`src/rtl/ras_pkg.sv`:
```
// Shared types and constants for the return-address-stack speculation
// controller: log operation codes, log entry layout, controller states.
package ras_pkg;

    // Default capacity of the controlled return address stack.
    localparam int RAS_DEPTH = 8;

    // Speculative operation recorded for each accepted call/ret.
    typedef enum logic [1:0] {
        NONE = 2'd0,
        PUSH = 2'd1,
        POP  = 2'd2
    } ras_op_t;

    // One log slot: the operation and the address needed to undo it.
    typedef struct packed {
        ras_op_t     op;
        logic [15:0] data;
    } ras_log_entry_t;

    typedef enum logic {
        RUN    = 1'b0,
        UNWIND = 1'b1
    } ras_ctrl_state_t;

endpackage

```
`src/rtl/ras_log.sv`:
```
// Circular deque of speculative RAS operations. New entries enter at the
// tail, commits retire from the head, and flush recovery removes from the
// tail (youngest first). DEPTH must be a power of two so pointers wrap
// naturally.
module ras_log
    import ras_pkg::*;
#(
    parameter  int DEPTH = 4,
    localparam int PW    = $clog2(DEPTH)
) (
    input  logic           clk,
    input  logic           rst,
    input  logic           push_tail,
    input  ras_log_entry_t push_entry,
    input  logic           pop_tail,
    input  logic           pop_head,
    output ras_log_entry_t tail_entry,
    output logic [PW:0]    count
);

    localparam int CW = PW + 1;

    ras_log_entry_t mem [DEPTH];
    logic [PW-1:0]  head;
    logic [PW-1:0]  tail;
    logic [PW-1:0]  tail_prev;

    // Youngest valid entry sits just below the tail pointer.
    assign tail_prev  = tail - PW'(1);
    assign tail_entry = mem[tail_prev];

    // Entry storage write.
    // NOTE: the storage array is deliberately not reset; head/tail/count alone decide which slots are valid.
    always_ff @(posedge clk) begin
        if (push_tail) begin
            mem[tail] <= push_entry;
        end
    end

    // Pointer and occupancy bookkeeping; caller never pushes and pops the tail together.
    // NOTE: sequential state is updated with non-blocking assignments only, so every register sees pre-edge values.
    always_ff @(posedge clk or negedge rst) begin
        if (!rst) begin
            head  <= '0;
            tail  <= '0;
            count <= '0;
        end else begin
            if (push_tail) begin
                tail <= tail + PW'(1);
            end else if (pop_tail) begin
                tail <= tail_prev;
            end
            if (pop_head) begin
                head <= head + PW'(1);
            end
            count <= count + CW'(push_tail) - CW'(pop_tail) - CW'(pop_head);
        end
    end

endmodule

```
`src/rtl/ras_ctrl.sv`:
```
// Speculation controller for the fetch return address stack. Turns call/ret
// hints into RAS push/pop commands, predicts return targets with zero
// latency, logs every speculative operation, and on flush unwinds the
// uncommitted operations one per cycle.
// Optional build macro: RAS_CTRL_STATS_EN adds saturating statistics ports.
module ras_ctrl #(
    parameter int LOG_DEPTH = 4,
    parameter int RAS_DEPTH = ras_pkg::RAS_DEPTH
) (
    input  logic        clk,
    input  logic        rst,
    input  logic        fetch_call,
    input  logic        fetch_ret,
    input  logic [15:0] fetch_pc,
    input  logic        commit_valid,
    input  logic        flush,
    input  logic [15:0] ras_top,
    output logic        ras_push,
    output logic [15:0] ras_data,
    output logic        ras_pop,
    output logic        pred_valid,
    output logic [15:0] pred_target,
    output logic        fetch_stall,
    output logic        ovf_err
`ifdef RAS_CTRL_STATS_EN
    ,
    output logic [15:0] stat_calls,
    output logic [15:0] stat_rets,
    output logic [15:0] stat_unwind_cycles
`endif
);

    import ras_pkg::*;

    localparam int CW = $clog2(LOG_DEPTH) + 1;
    localparam int DW = $clog2(RAS_DEPTH + 1);

    ras_ctrl_state_t state, state_nxt;
    logic [DW-1:0]   spec_depth, depth_nxt;
    logic            ovf_nxt;

    logic            log_push, log_pop_tail, log_pop_head;
    ras_log_entry_t  log_entry, tail_entry;
    logic [CW-1:0]   log_count;

    ras_log #(.DEPTH(LOG_DEPTH)) u_log (
        .clk        (clk),
        .rst        (rst),
        .push_tail  (log_push),
        .push_entry (log_entry),
        .pop_tail   (log_pop_tail),
        .pop_head   (log_pop_head),
        .tail_entry (tail_entry),
        .count      (log_count)
    );

    // Next-state, RAS command and log command decode.
    // NOTE: every signal gets a default at the top of this block so no path can infer a latch.
    always_comb begin
        state_nxt    = state;
        depth_nxt    = spec_depth;
        ovf_nxt      = ovf_err;
        ras_push     = 1'b0;
        ras_pop      = 1'b0;
        ras_data     = 16'h0;
        pred_valid   = 1'b0;
        pred_target  = 16'h0;
        fetch_stall  = 1'b0;
        log_push     = 1'b0;
        log_pop_tail = 1'b0;
        log_pop_head = 1'b0;
        log_entry    = '{op: NONE, data: 16'h0};

        case (state)
            RUN: begin
                log_pop_head = commit_valid && (log_count != '0);
                if (flush) begin
                    // Fetch is wrong-path here; unwind only if entries survive the commit.
                    if (log_count != CW'(log_pop_head)) begin
                        state_nxt = UNWIND;
                    end
                end else if (fetch_call || fetch_ret) begin
                    // Fullness uses the pre-commit count so a same-cycle commit cannot release the stall.
                    if (log_count == CW'(LOG_DEPTH)) begin
                        fetch_stall = 1'b1;
                    end else begin
                        log_push = 1'b1;
                        if (fetch_ret) begin
                            if (fetch_call) begin
                                ovf_nxt = 1'b1;
                            end
                            if (spec_depth != '0) begin
                                ras_pop     = 1'b1;
                                pred_valid  = 1'b1;
                                pred_target = ras_top;
                                log_entry   = '{op: POP, data: ras_top};
                                depth_nxt   = spec_depth - DW'(1);
                            end
                        end else if (spec_depth != DW'(RAS_DEPTH)) begin
                            ras_push  = 1'b1;
                            ras_data  = fetch_pc + 16'd1;
                            log_entry = '{op: PUSH, data: fetch_pc + 16'd1};
                            depth_nxt = spec_depth + DW'(1);
                        end else begin
                            ovf_nxt = 1'b1;
                        end
                    end
                end
            end

            UNWIND: begin
                fetch_stall  = 1'b1;
                log_pop_tail = 1'b1;
                case (tail_entry.op)
                    PUSH: begin
                        ras_pop   = 1'b1;
                        depth_nxt = spec_depth - DW'(1);
                    end
                    POP: begin
                        ras_push  = 1'b1;
                        ras_data  = tail_entry.data;
                        depth_nxt = spec_depth + DW'(1);
                    end
                    default: ;
                endcase
                if (log_count == CW'(1)) begin
                    state_nxt = RUN;
                end
            end

            default: state_nxt = RUN;
        endcase
    end

    // FSM state, speculative depth and sticky overflow flag.
    always_ff @(posedge clk or negedge rst) begin
        if (!rst) begin
            state      <= RUN;
            spec_depth <= '0;
            ovf_err    <= 1'b0;
        end else begin
            state      <= state_nxt;
            spec_depth <= depth_nxt;
            ovf_err    <= ovf_nxt;
        end
    end

`ifdef RAS_CTRL_STATS_EN
    // Saturating counters: fetch-issued pushes and pops, and recovery cycles.
    always_ff @(posedge clk or negedge rst) begin
        if (!rst) begin
            stat_calls         <= 16'h0;
            stat_rets          <= 16'h0;
            stat_unwind_cycles <= 16'h0;
        end else begin
            if (state == RUN && ras_push && stat_calls != 16'hFFFF) begin
                stat_calls <= stat_calls + 16'd1;
            end
            if (state == RUN && ras_pop && stat_rets != 16'hFFFF) begin
                stat_rets <= stat_rets + 16'd1;
            end
            if (state == UNWIND && stat_unwind_cycles != 16'hFFFF) begin
                stat_unwind_cycles <= stat_unwind_cycles + 16'd1;
            end
        end
    end
`endif

endmodule

```
`config.mk`:
```
export PLATFORM = sky130hd
export DESIGN_NAME = ras_ctrl
export DESIGN_NICKNAME = d
export VERILOG_FILES = /design/src/rtl/ras_pkg.sv /design/src/rtl/ras_log.sv /design/src/rtl/ras_ctrl.sv
export SDC_FILE = /design/constraint.sdc
export NUM_CORES = 1
export LEC_CHECK = 0
export CORE_MARGIN = 1.5
export CORE_UTILIZATION = 42
export DETAILED_ROUTE_END_ITERATION = 16
export GPL_TIMING_DRIVEN = 0
export PLACE_DENSITY = 0.65
export REMOVE_ABC_BUFFERS = 1
export SETUP_SLACK_MARGIN = 0.5
export SYNTH_ARGS = -nofsm -noshare
export SYNTH_HDL_FRONTEND = slang
export SYNTH_SLANG_ARGS = --single-unit
```
`constraint.sdc`:
```
create_clock -name clk -period 5.1 [get_ports clk]
set_input_delay 0.51 -clock clk [delete_from_list [all_inputs] [get_ports clk]]
set_output_delay 0.51 -clock clk [all_outputs]
set_load 0.01 [all_outputs]
```
# Yosys cells after proc, flatten, opt, wreduce, memory -nomap -nowiden
# Memory sizes are Yosys's and may differ from the RTL's.
# Index checks and enable logic that the tools add are counted.
# word_totals
word_cells	102
ff_bits	11
memories	1
in_bits	38
ram_bits	72
# classes
addsub	8
reduce_logical	7
muxes	64
eq_ne	14
bitwise	3
# memory_table
memory	depth	word_bits	rd	rd_clocked_by_memory_dff	wr	line_no	source
u_log.mem	4	18	1	0	1	ras_log.sv:23	ras_log_entry_t mem [DEPTH];
# op_table
cell	n
$mux 16	12
$mux 18	6
$pmux 16 s2	1
$mux 1	30
$mux 4	6
$mux 17	1
$add 16x1->16 const B	1
$pmux 4 s2	2
$reduce_and 6->1	2
$ne 2x2->1 const B	5
$pmux 1 s2	4
$ne 3x3->1 const B	2
$sub 3x1->3	2
$add 4x1->4 const B	1
$mux 2	2
$ne 4x4->1 const B	1
$reduce_bool 4->1	1
$sub 4x1->4 const B	1
$add 3x1->3	1
$eq 3x1->1 const B	1
$eq 3x3->1 const B	1
$ne 3x1->1	1
$ne 3x1->1 const B	1
$not 1->1	3
8 further kinds	8

# Logic depth before layout (Yosys ltp)
# Gate-level depths: netlist of the first run.
# logic_depth
ltp_word	8
mapped_depth	10

# By module
# From an unflattened synthesis of the first run, not the netlist that was laid out.
# unflattened
hier_cells	296
hier_area_um2	4219.0
# by_module_without_submodules
module	n_inst	seq_area_each_um2	cells_each	area_each_um2
ras_log	1	2287.2	125	2935.3
ras_ctrl	1	150.1	171	1283.7

# Worst setup path before layout of the first run
# Ideal clock, no wire load.
# synth_timing
path_type	reg2out
start	register u_log.tail[0]
end	output ras_data[1]
n_path_buf	2
slack_ps	2641
arrival_time_ps	1949
path_stages_with_launch	7
required_ps	4590
cell_sequence	dfrtp_1 > inv_1 > ha_1 > clkbuf_1 > clkbuf_1 > mux4_2 > a32o_1
# synth_via
elab_chain_cells	5
# synth_rtl
element	line_no	source
from (decl)	ras_log.sv:25	logic [PW-1:0] tail;
from (signal assigned)	ras_log.sv:49	tail <= tail + PW'(1);
from (signal assigned)	ras_log.sv:51	tail <= tail_prev;
$sub 2x1->2 *	ras_log.sv:29	assign tail_prev = tail - PW'(1);
$mem_v2 4x18 *	--	
$eq 2x2->1	ras_ctrl.sv:114	case (tail_entry.op)
$mux 16 *	ras_ctrl.sv:114	
$pmux 16 s2 *	ras_ctrl.sv:74	case (state)
to (decl)	ras_ctrl.sv:19	output logic [15:0] ras_data,
# Every way passes the cells marked *; elsewhere a longest branch is shown, timed or not.

# Final worst setup path of the first run
# layout_timing
start	register u_log.tail[0]
end	output ras_data[4]
# Same word-level chain as after synthesis.

==> qor.yml, run 1 <==
outcome:
  status: "complete, no violations"
detailed_routing:
  wire_per_inst_um: 17.9
  drt_iter0_drc: 86
  vias: 2727
  viasPerCell: 5.32
  wl_um: 9190
  dr.pass1.iters: 4
  antenna_left: 0
  drcViolationCount: 0
synthesis:
  synth-edff-count: 72
  syn_inst: 303
  ys_ff_latch: 83
  syn_area_um2: 4150
  syn_area_per_cell_um2: 13.7
  synth_ff_type: "edfxtp_1"
  ys_seq_area_share_pct: 58.8
  synth_warnings: 0
  async_flop_share_pct: 13.3
  synthDistinctLibCells: 40
die:
  die_w_um: 102
  rows: 36
  dieArea_um2: 10500
  dieHeight_um: 102
  coreArea_um2: 9680
  initial_utilization_pct: 42.8
  ios: 75
clock_tree:
  insertion_delay_ns: 0.34
  numCtsBuffers: 9
  cts-htree-levels: 3
  cts_tree: "yes"
  cts.clk_slew.worst_paths_ns: 0.08
  cts_root_buffer: "clkbuf_8"
  cts_hold_buffers: 0
  cts_sinks: 83
  cts_max_path_buffers: 2
setup_path:
  crit_type: "reg -> out"
  cp_max_fo: 24
  startpoint_type: "flop"
  arrival_ns: 3.67
  cp.required_ns: 4.59
  endpoint_kind: "primary output"
place:
  dpl_cell_area_um2: 5010
  port_buffers: 74
  place.gp.congestion: 0.739
  dp.cells: 497
  dp_hpwl_um: 5960
cells_and_area:
  finalNonFillerCells: 513
  final_area_um2: 5260
  num-nets-final: 424
  final_layout_size_suffix_gt1_share_pct: 9.47
  area.growth.synth_to_final_pct: 26.7
  n_fill_cell: 827
  antenna_cells: 0
global_route:
  grt_util_met2_pct: 31.2
  grt_pass1_wl_um: 14200
  busiest_layer: "met2"
  gr-total-overflow: 0
  grt_max_degree: 31
  antenna_found_initial: 0
  grt_usage_pct: 18.7
  use_met3_pct: 2.94
  use_met1_pct: 25.0
  grt_pass1_vias: 2708
worst_hold_path:
  hold_path.class: "reg -> reg"
sta:
  finClkSkew_ns: 0.00811
  slew_headroom_pct: 20.9
  worstMarginPinSlew_ns: 1.19
  finalHoldViolations: 0
  fmax_mhz: 239
  setup-tns-final_ns: 0
  min_period_over_period_pct: 82.1
  slew_viol_final: 0
  setup_viol: 0
  layout_min_cycle_time_ns: 4.18
  grt_setup_unrepaired: "false"
pwr:
  powerDensity_nw_per_um2: 448
  vdd_ir_drop_max_mv: 0.278
  power_leakage_nw: 1.92
flow_run:
  drv_cap: 0
[synthesized netlist by cell type (2+ instances only)]
cell       n  share of area [%]
clkbuf_1   7               0.63
dfrtp_1   11                6.6
and3_1     2               0.30
nand2_1   11                1.0
edfxtp_1  72                 52
a211o_1    2               0.42
inv_1     13                1.2
mux2i_1    2               0.48
a31oi_1    2               0.30
nor3b_1    3               0.54
ha_1      11                3.3
o21ai_0   16                1.9
nand4_1    5               0.75
o211a_1    2               0.48
a21oi_1    5               0.60
buf_1      3               0.27
o21bai_1  17                3.1
nor2_1     8               0.72
nand3_1   21                2.5
mux4_2    18                9.8
xnor2_1   11                2.3
buf_2      3               0.36
o211ai_1   2               0.36
a21o_1     3               0.54
xor2_1    14                3.0
nor2b_1    4               0.60
and4_1     2               0.42
and2_1    21                3.2
[worst max-delay path: stages, from the launching register on]
cell and delay (ns):
dfrtp_4 0.72, inv_1 0.18, ha_2 0.77, mux4_2 0.70, nand3_1 0.16, o21ai_0 0.20
clkdlybuf4s50_1 0.60
[path summary, 6_finish.rpt]
check	endpoint	slack, ns	startpoint	cells past startpoint
min reg2reg	ovf_err	0.48	ovf_err	1
min	ovf_err	0.48	ovf_err	1
max in group asynchronous	u_log.tail[0]	4.21	rst	1
min in group asynchronous	spec_depth[1]	0.50	rst	1
max reg2reg	spec_depth[2]	1.95	u_log.tail[0]	6
max	ras_data[4]	0.92	u_log.tail[0]	6
[where the power goes]
| part | switching, mW | total, mW | internal [mW] |
|---|---|---|---|
| registers | 0.116 | 0.927 | 0.811 |
| logic | 0.407 | 0.862 | 0.454 |
| clock network | 0.241 | 0.568 | 0.328 |
[cell usage in the layout (no fill, tap or decap), drive strengths merged, types with 2 or more instances in the layout]
| cell | Yosys | layout |
|---|---|---|
| inv | 13 | 14 |
| o211ai | 2 | 2 |
| and2 | 21 | 21 |
| bufinv | 0 | 3 |
| mux4 | 18 | 18 |
| nor2b | 4 | 4 |
| o21ai | 16 | 16 |
| clkdlybuf4s50 | 0 | 74 |
| a211o | 2 | 2 |
| clkinv | 1 | 2 |
| nand2 | 11 | 11 |
| o211a | 2 | 2 |
| nand3 | 21 | 21 |
| a21oi | 5 | 5 |
| xnor2 | 11 | 11 |
| clkbuf | 7 | 10 |
| and3 | 2 | 2 |
| nand4 | 5 | 5 |
| dfrtp | 11 | 11 |
| a21o | 3 | 3 |
| and4 | 2 | 2 |
| a31oi | 2 | 2 |
| edfxtp | 72 | 72 |
| mux2i | 2 | 2 |
| o21bai | 17 | 17 |
| xor2 | 14 | 14 |
| nor3 | 2 | 2 |
| nor2 | 8 | 8 |
| ha | 11 | 11 |
| nor3b | 3 | 3 |
[state kept, by name, summed over array words and instances (netlist names)]
name,count
ovf_err,1
spec_depth,4
state,1
u_log.count,3
u_log.mem,72
u_log.tail,2
[metrics by stage]
stage	setup WS, ns	power [mW]	hold WS, ns	utilization [%]
floorplan	1.73	1.48	0.214	-
global placement	0.114	1.80	0.460	51.6
detailed placement	0.157	1.81	0.462	51.7
CTS	0.641	2.38	0.484	54.3
global route	0.668	2.50	0.535	54.3
finish	0.915	2.36	0.477	54.3
[cell type report]
type / count / area, um^2 / area share, %
clock buffers: 10 / 128 / 2.43
inverters: 14 / 52.6 / 1.00
well taps: 133 / 166 / 3.17
repair buffers: 75 / 756 / 14.4
flip-flops and latches: 83 / 2440 / 46.4
multi-input cells: 192 / 1600 / 30.4
clock inverters: 6 / 113 / 2.14
[routing by layer]
| layer | share of wire, % | wire length (um) | vias to the layer above |
|---|---|---|---|
| met4 | 0.81 | 74 | 0 |
| met3 | 4.1 | 378 | 6 |
| met5 | 0 | 0 | - |
| li1 | - | - | 1288 |
| met2 | 49 | 4480 | 75 |
| met1 | 46 | 4260 | 1358 |
[what timing repair did]
item | in CTS | in global routing
endpoints found under the setup margin | 18 | 7
resized for setup | 2 | 1
buffers inserted | 0 | 0
[logic make-up (layout without fill, tap and decap cells)]
family                     Yosys count  count (layout)  synth area share [%]
AOI/OAI and AO/OA                   55              55                  8.96
muxes                               20              20                  10.3
DFF                                 83              83                  58.8
xor gates and xnor gates            25              25                  5.28
and+or+nand+nor                     81              81                  10.7
buffers and inverters               28             105                  2.71
adders and majority gates           11              11                  3.32
Power figures use the tool's default switching activity.
==> run 2, diff against run 1 <==
Clock period 5.1 ns to 4.1 ns, I/O delays scaled along.
==> run 2 against run 1 <==
  * Via count up 0.88%
  * Routed wire length rose by 3.7%
  * Non-clock buffer count grew 3
  * Global-route usage is 0.64 points higher
  * Die area did not move
  * Power grew 28%
  * Sequential power grew 22%
  * Cell area grew 1.5%
  * Clock power is 25% higher
==> qor.yml, run 2 (synthesis results as in run 1) <==
outcome:
  status: "complete, no violations"
worst_hold_path:
  hold_path.class: "in -> async"
sta:
  finClkSkew_ns: 0.0106  # +0.00253 ns
  min_period_over_period_pct: 83.8
  setup-tns-final_ns: 0  # unchanged
  grt_setup_unrepaired: "false"
  setup_viol: 0  # unchanged
  fmax_mhz: 291
  slew_viol_final: 0  # unchanged
  layout_min_cycle_time_ns: 3.44
  worstMarginPinSlew_ns: 1.09  # -0.0992 ns
  slew_headroom_pct: 27.5  # +6.6 points
  finalHoldViolations: 0  # unchanged
clock_tree:
  numCtsBuffers: 9  # unchanged
  cts_hold_buffers: 0  # unchanged
  cts_root_buffer: "clkbuf_8"
  insertion_delay_ns: 0.35  # about the same
  cts-htree-levels: 3  # unchanged
  cts.clk_slew.worst_paths_ns: 0.09  # about the same
  cts_sinks: 83  # unchanged
  cts_tree: "yes"
  cts_max_path_buffers: 2  # unchanged
global_route:
  busiest_layer: "met2"
  antenna_found_initial: 0  # unchanged
  grt_pass1_wl_um: 14600  # +2.8%
  use_met3_pct: 3.08  # +0.14 points
  grt_max_degree: 31  # unchanged
  grt_pass1_vias: 2758  # +1.8%
  grt_usage_pct: 19.3  # +0.64 points
  gr-total-overflow: 0  # unchanged
  grt_util_met2_pct: 31.7  # +0.51 points
  use_met1_pct: 26.2  # +1.2 points
detailed_routing:
  vias: 2751  # +0.88%
  viasPerCell: 5.32  # about the same
  antenna_left: 0  # unchanged
  dr.pass1.iters: 4  # unchanged
  drt_iter0_drc: 82  # -4.7%
  drcViolationCount: 0  # unchanged
  wire_per_inst_um: 18.4  # +2.9%
  wl_um: 9530  # +3.7%
place:
  place.gp.congestion: 0.739  # unchanged
  port_buffers: 74  # unchanged
  dp.cells: 497  # unchanged
  dp_hpwl_um: 5960  # unchanged
setup_path:
  path_cells: "inv_1 -> ha_4 -> mux4_2 -> a32o_1 -> clkdlybuf4s50_1"
  endpoint_kind: "primary output"
  cp_max_fo: 25  # +4.2%
  cp_top_family: "buffers and inverters"
  worst_path_max_delay_cell: "dfrtp_4"
  path_buf_inv: 2  # unchanged
  startpoint_type: "flop"
  cpPeakStageDelay_ns: 0.61  # -0.16 ns
  crit_type: "reg -> out"
  cp.required_ns: 3.69  # -0.90 ns
  arrival_ns: 3.03  # -0.64 ns
pwr:
  powerDensity_nw_per_um2: 568  # +27%
  power_leakage_nw: 1.94  # +1.1%
  vdd_ir_drop_max_mv: 0.259  # -6.7%
cells_and_area:
  finalNonFillerCells: 517  # +0.78%
  num-nets-final: 428  # +0.94%
  final_cell_mix: "clkdlybuf4s50_1, edfxtp_1, nand3_1, and2_1, mux4_2"
  layout_commonest_cell: "clkdlybuf4s50_1"
  top_register: "u_log.mem"
  reg_top3: "u_log.mem (72), spec_depth (4), u_log.count (3)"
  area.growth.synth_to_final_pct: 28.6
  largest_reg_flops: 72  # unchanged
  final_layout_size_suffix_gt1_share_pct: 10.9  # +1.5 points
  antenna_cells: 0  # unchanged
die:
  initial_utilization_pct: 42.8  # unchanged
  dieHeight_um: 102  # unchanged
  coreArea_um2: 9680  # unchanged
  ios: 75  # unchanged
  rows: 36  # unchanged
  dieArea_um2: 10500  # unchanged
  die_w_um: 102  # unchanged
flow_run:
  drv_cap: 0  # unchanged
[run 2: changes by cell type in the layout (fill, tap and decap cells not counted)]
cell	previous run	this run
buf_12	0	1
buf_4	0	1
buf_8	1	2
dfrtp_1	10	9
dfrtp_2	0	1
ha_2	1	0
ha_4	0	1
mux4_2	18	19
o211a_1	2	1
o211a_2	0	1
[run 2: repair_timing]
action,in CTS,in global routing
pin swaps,0,1
cloned,1,0
gates resized for setup,6,1
setup buffers,1,2
setup endpoints to repair,39,24
[run 2: worst paths after layout]
check | cells after the start | to | start | slack (ns)
worst max-delay path | 5 | ras_data[1] | u_log.tail[0] | 0.66
worst min-delay path | 1 | spec_depth[1] | rst | 0.39
worst max register to register | 6 | spec_depth[2] | u_log.tail[0] | 1.46
worst min register to register | 1 | ovf_err | ovf_err | 0.48
max in group asynchronous | 1 | u_log.tail[0] | rst | 3.32
min in group clk | 1 | ovf_err | ovf_err | 0.48
[run 2: per-stage QoR]
step	hold WS (ns)	area [um^2]	util, %	power [mW]	setup WS [ns]
after CTS	0.414	5310	54.8	3.03	0.540
final	0.395	5330	55.1	3.03	0.665
after floorplan	0.114	4090	-	1.84	0.828
after global routing	0.445	5330	55.1	3.21	0.503
after global placement	0.460	4990	51.6	2.24	-0.786
after detailed placement	0.462	5010	51.7	2.26	-0.743
[run 2: layout make-up]
type / count / area, um^2
Fill cell: 819 / 4350
Sequential cell: 83 / 2440
Inverter: 14 / 52.6
Tap cell: 133 / 166
Timing Repair Buffer: 78 / 798
Clock buffer: 10 / 128
Clock inverter: 6 / 113
Multi-Input combinational cell: 193 / 1630
[run 2: routing by layer]
metal | part of all wire, % | up-vias
li1 | - | 1300
met1 | 47 | 1367
met2 | 48 | 73
met3 | 4.0 | 11
met4 | 1.3 | 0
met5 | 0 | -
[run 2: power by group]
group / switching [mW] / total, mW / internal (mW)
logic: 0.565 / 1.19 / 0.626
registers: 0.119 / 1.13 / 1.01
clock network: 0.301 / 0.708 / 0.407
==> run 3, diff against run 2 <==
Settings changed: PLACE_DENSITY 0.65 to 0.68.
Clock period 4.1 ns to 2.92 ns, I/O delays scaled along.
==> run 3 against run 2 <==
  * Sequential power is 35% higher
  * Clock skew up 0.0016 ns
  * Power grew 57%
  * Die area unchanged
==> qor.yml, run 3 (synthesis results as in run 1) <==
detailed_routing:
  vias: 3059  # +11%
  wl_um: 10900  # +14%
  drcViolationCount: 0  # unchanged
  antenna_left: 0  # unchanged
  drt_iter0_drc: 252  # +210%
  viasPerCell: 5.52  # +3.8%
  wire_per_inst_um: 19.7  # +6.8%
  dr.pass1.iters: 5  # +1
global_route:
  grt_pass1_wl_um: 16600  # +13%
  grt_max_degree: 23  # -26%
  antenna_found_initial: 0  # unchanged
  gr-total-overflow: 0  # unchanged
  grt_usage_pct: 22.2  # +2.9 points
  grt_pass1_vias: 2994  # +8.6%
setup_path:
  cp_max_fo: 6  # -76%
  endpoint_kind: "primary output"
  reg2reg_to: "spec_depth[3]"
  crit_start: "u_log.tail[0]"
  startpoint_type: "flop"
  crit_type: "reg -> out"
  timing.rr.start: "u_log.tail[0]"
  r2r_cells: 9  # +3
  reg2reg_slack_ns: 0.61  # -0.85 ns
  cp.required_ns: 2.63  # -1.06 ns
  arrival_ns: 2.15  # -0.88 ns
sta:
  finalHoldViolations: 0  # unchanged
  setup_viol: 0  # unchanged
  layout_min_cycle_time_ns: 2.44
  min_period_over_period_pct: 83.6
  setup_ws_ns: 0.477  # -0.187 ns
  slew_headroom_pct: 30.2  # +2.6 points
  whs_ns: 0.278  # -0.116 ns
  worstMarginPinSlew_ns: 1.05  # -0.0397 ns
  grt_setup_unrepaired: "true"
  fmax_mhz: 409
  finClkSkew_ns: 0.0122  # +0.00156 ns
  slew_viol_final: 0  # unchanged
pwr:
  powerDensity_nw_per_um2: 823  # +45%
  vdd_ir_drop_max_mv: 0.337  # +30%
  power_leakage_nw: 2.31  # +19%
outcome:
  status: "complete, no violations"
die:
  initial_utilization_pct: 42.8  # unchanged
  die_w_um: 102  # unchanged
  dieArea_um2: 10500  # unchanged
  ios: 75  # unchanged
  coreArea_um2: 9680  # unchanged
  dieHeight_um: 102  # unchanged
  rows: 36  # unchanged
clock_tree:
  cts_root_buffer: "clkbuf_8"
  cts_tree: "yes"
  insertion_delay_ns: 0.35  # about the same
  cts_max_path_buffers: 2  # unchanged
  cts_sinks: 83  # unchanged
  cts-htree-levels: 3  # unchanged
  numCtsBuffers: 9  # unchanged
  cts.clk_slew.worst_paths_ns: 0.08  # about the same
cells_and_area:
  num-nets-final: 465  # +8.6%
  layout_commonest_cell: "edfxtp_1"
  n_fill_cell: 802  # -2.1%
  final_cell_mix: "edfxtp_1, clkdlybuf4s50_1, buf_4, and2_1"
  multi_input_area_um2: 1800  # +10%
  largest_reg_flops: 72  # unchanged
  reg_top3: "u_log.mem (72), spec_depth (4), u_log.count (3)"
  antenna_cells: 0  # unchanged
  final_area_um2: 5760  # +8.1%
  final_layout_size_suffix_gt1_share_pct: 29.5  # +19 points
  finish.utilization_pct: 59.5  # +4.5 points
  layout.area.seq_um2: 2450  # +0.21%
  top_register: "u_log.mem"
  area.growth.synth_to_final_pct: 39.0
worst_hold_path:
  hold_path.class: "in -> async"
place:
  dpl_cell_area_um2: 5020  # +0.25%
  dp_hpwl_um: 5920  # -0.76%
  port_buffers: 74  # unchanged
  place_ws_ns: -1.79  # -1.05 ns
  place.gp.congestion: 0.800  # +8.2%
flow_run:
  drv_cap: 0  # unchanged
==> run 3: changes by cell type in the layout (fill, tap and decap cells not counted), sizes merged <==
| cell | before | now |
|---|---|---|
| buf | 4 | 42 |
| clkbuf | 10 | 25 |
| clkdlybuf4s15 | 0 | 3 |
| clkdlybuf4s50 | 74 | 34 |
| clkinv | 2 | 3 |
| clkinvlp | 1 | 0 |
| dlygate4sd2 | 0 | 15 |
| dlymetal6s2s | 0 | 5 |
| inv | 14 | 13 |
| o211a | 2 | 4 |
==> run 3: through the flow <==
step                setup TNS, ns  instances  power (mW)
floorplan                   -3.85        289        2.58
global placement           -61.34        496        3.14
detailed placement         -40.42        497        3.17
CTS                             0        546        4.60
global route                    0        554        4.99
finish                          0        554        4.74
==> run 3: how the worst max path moves through the flow <==
stage | end | slack, ns | cells past startpoint
after detailed placement | ras_data[14] | -1.79 | 6
final | ras_data[9] | 0.48 | 7
after CTS | ras_data[14] | 0.43 | 8
after global placement | ras_data[14] | -1.82 | 6
after floorplan | spec_depth[2] | -0.35 | 6
after global routing | ras_data[9] | 0.41 | 7
==> run 3: cell type report <==
| type | count | share of cell area (%) |
|---|---|---|
| Clock buffer | 11 | 2.28 |
| Clock inverter | 5 | 1.80 |
| Inverter | 14 | 0.998 |
| Multi-Input combinational cell | 195 | 31.2 |
| Sequential cell | 83 | 42.5 |
| Tap cell | 133 | 2.89 |
| Timing Repair Buffer | 113 | 18.4 |
==> run 3: routing by layer <==
metal | vias up | track usage (%) | part of all wire, %
li1 | 1385 | - | -
met1 | 1500 | 30.1 | 40
met2 | 156 | 35.4 | 49
met3 | 18 | 4.99 | 9.0
met4 | 0 | 8.11 | 2.1
met5 | - | 0 | 0
==> run 3: critical path: stages (launching register included) <==
cell and delay (ns):
dfrtp_4 0.52, inv_4 0.09, ha_4 0.23, mux4_2 0.37
buf_12 0.18, nand3_1 0.09, o21ai_1 0.08, clkdlybuf4s15_2 0.23
==> run 3: power by group <==
part | switching, mW | total, mW | internal [mW]
Combinational | 1.07 | 2.23 | 1.16
Clock | 0.416 | 0.986 | 0.569
Sequential | 0.108 | 1.53 | 1.42
Total | 1.59 | 4.74 | 3.15
==> run 3: repair_timing <==
| item | CTS | global route |
|---|---|---|
| hold buffers | 0 | 0 |
| endpoints found under the setup margin | 188 | 66 |
| gates cloned | 3 | 1 |
| pin swaps | 6 | 7 |
| resized for setup | 90 | 56 |
| buffers inserted | 30 | 7 |
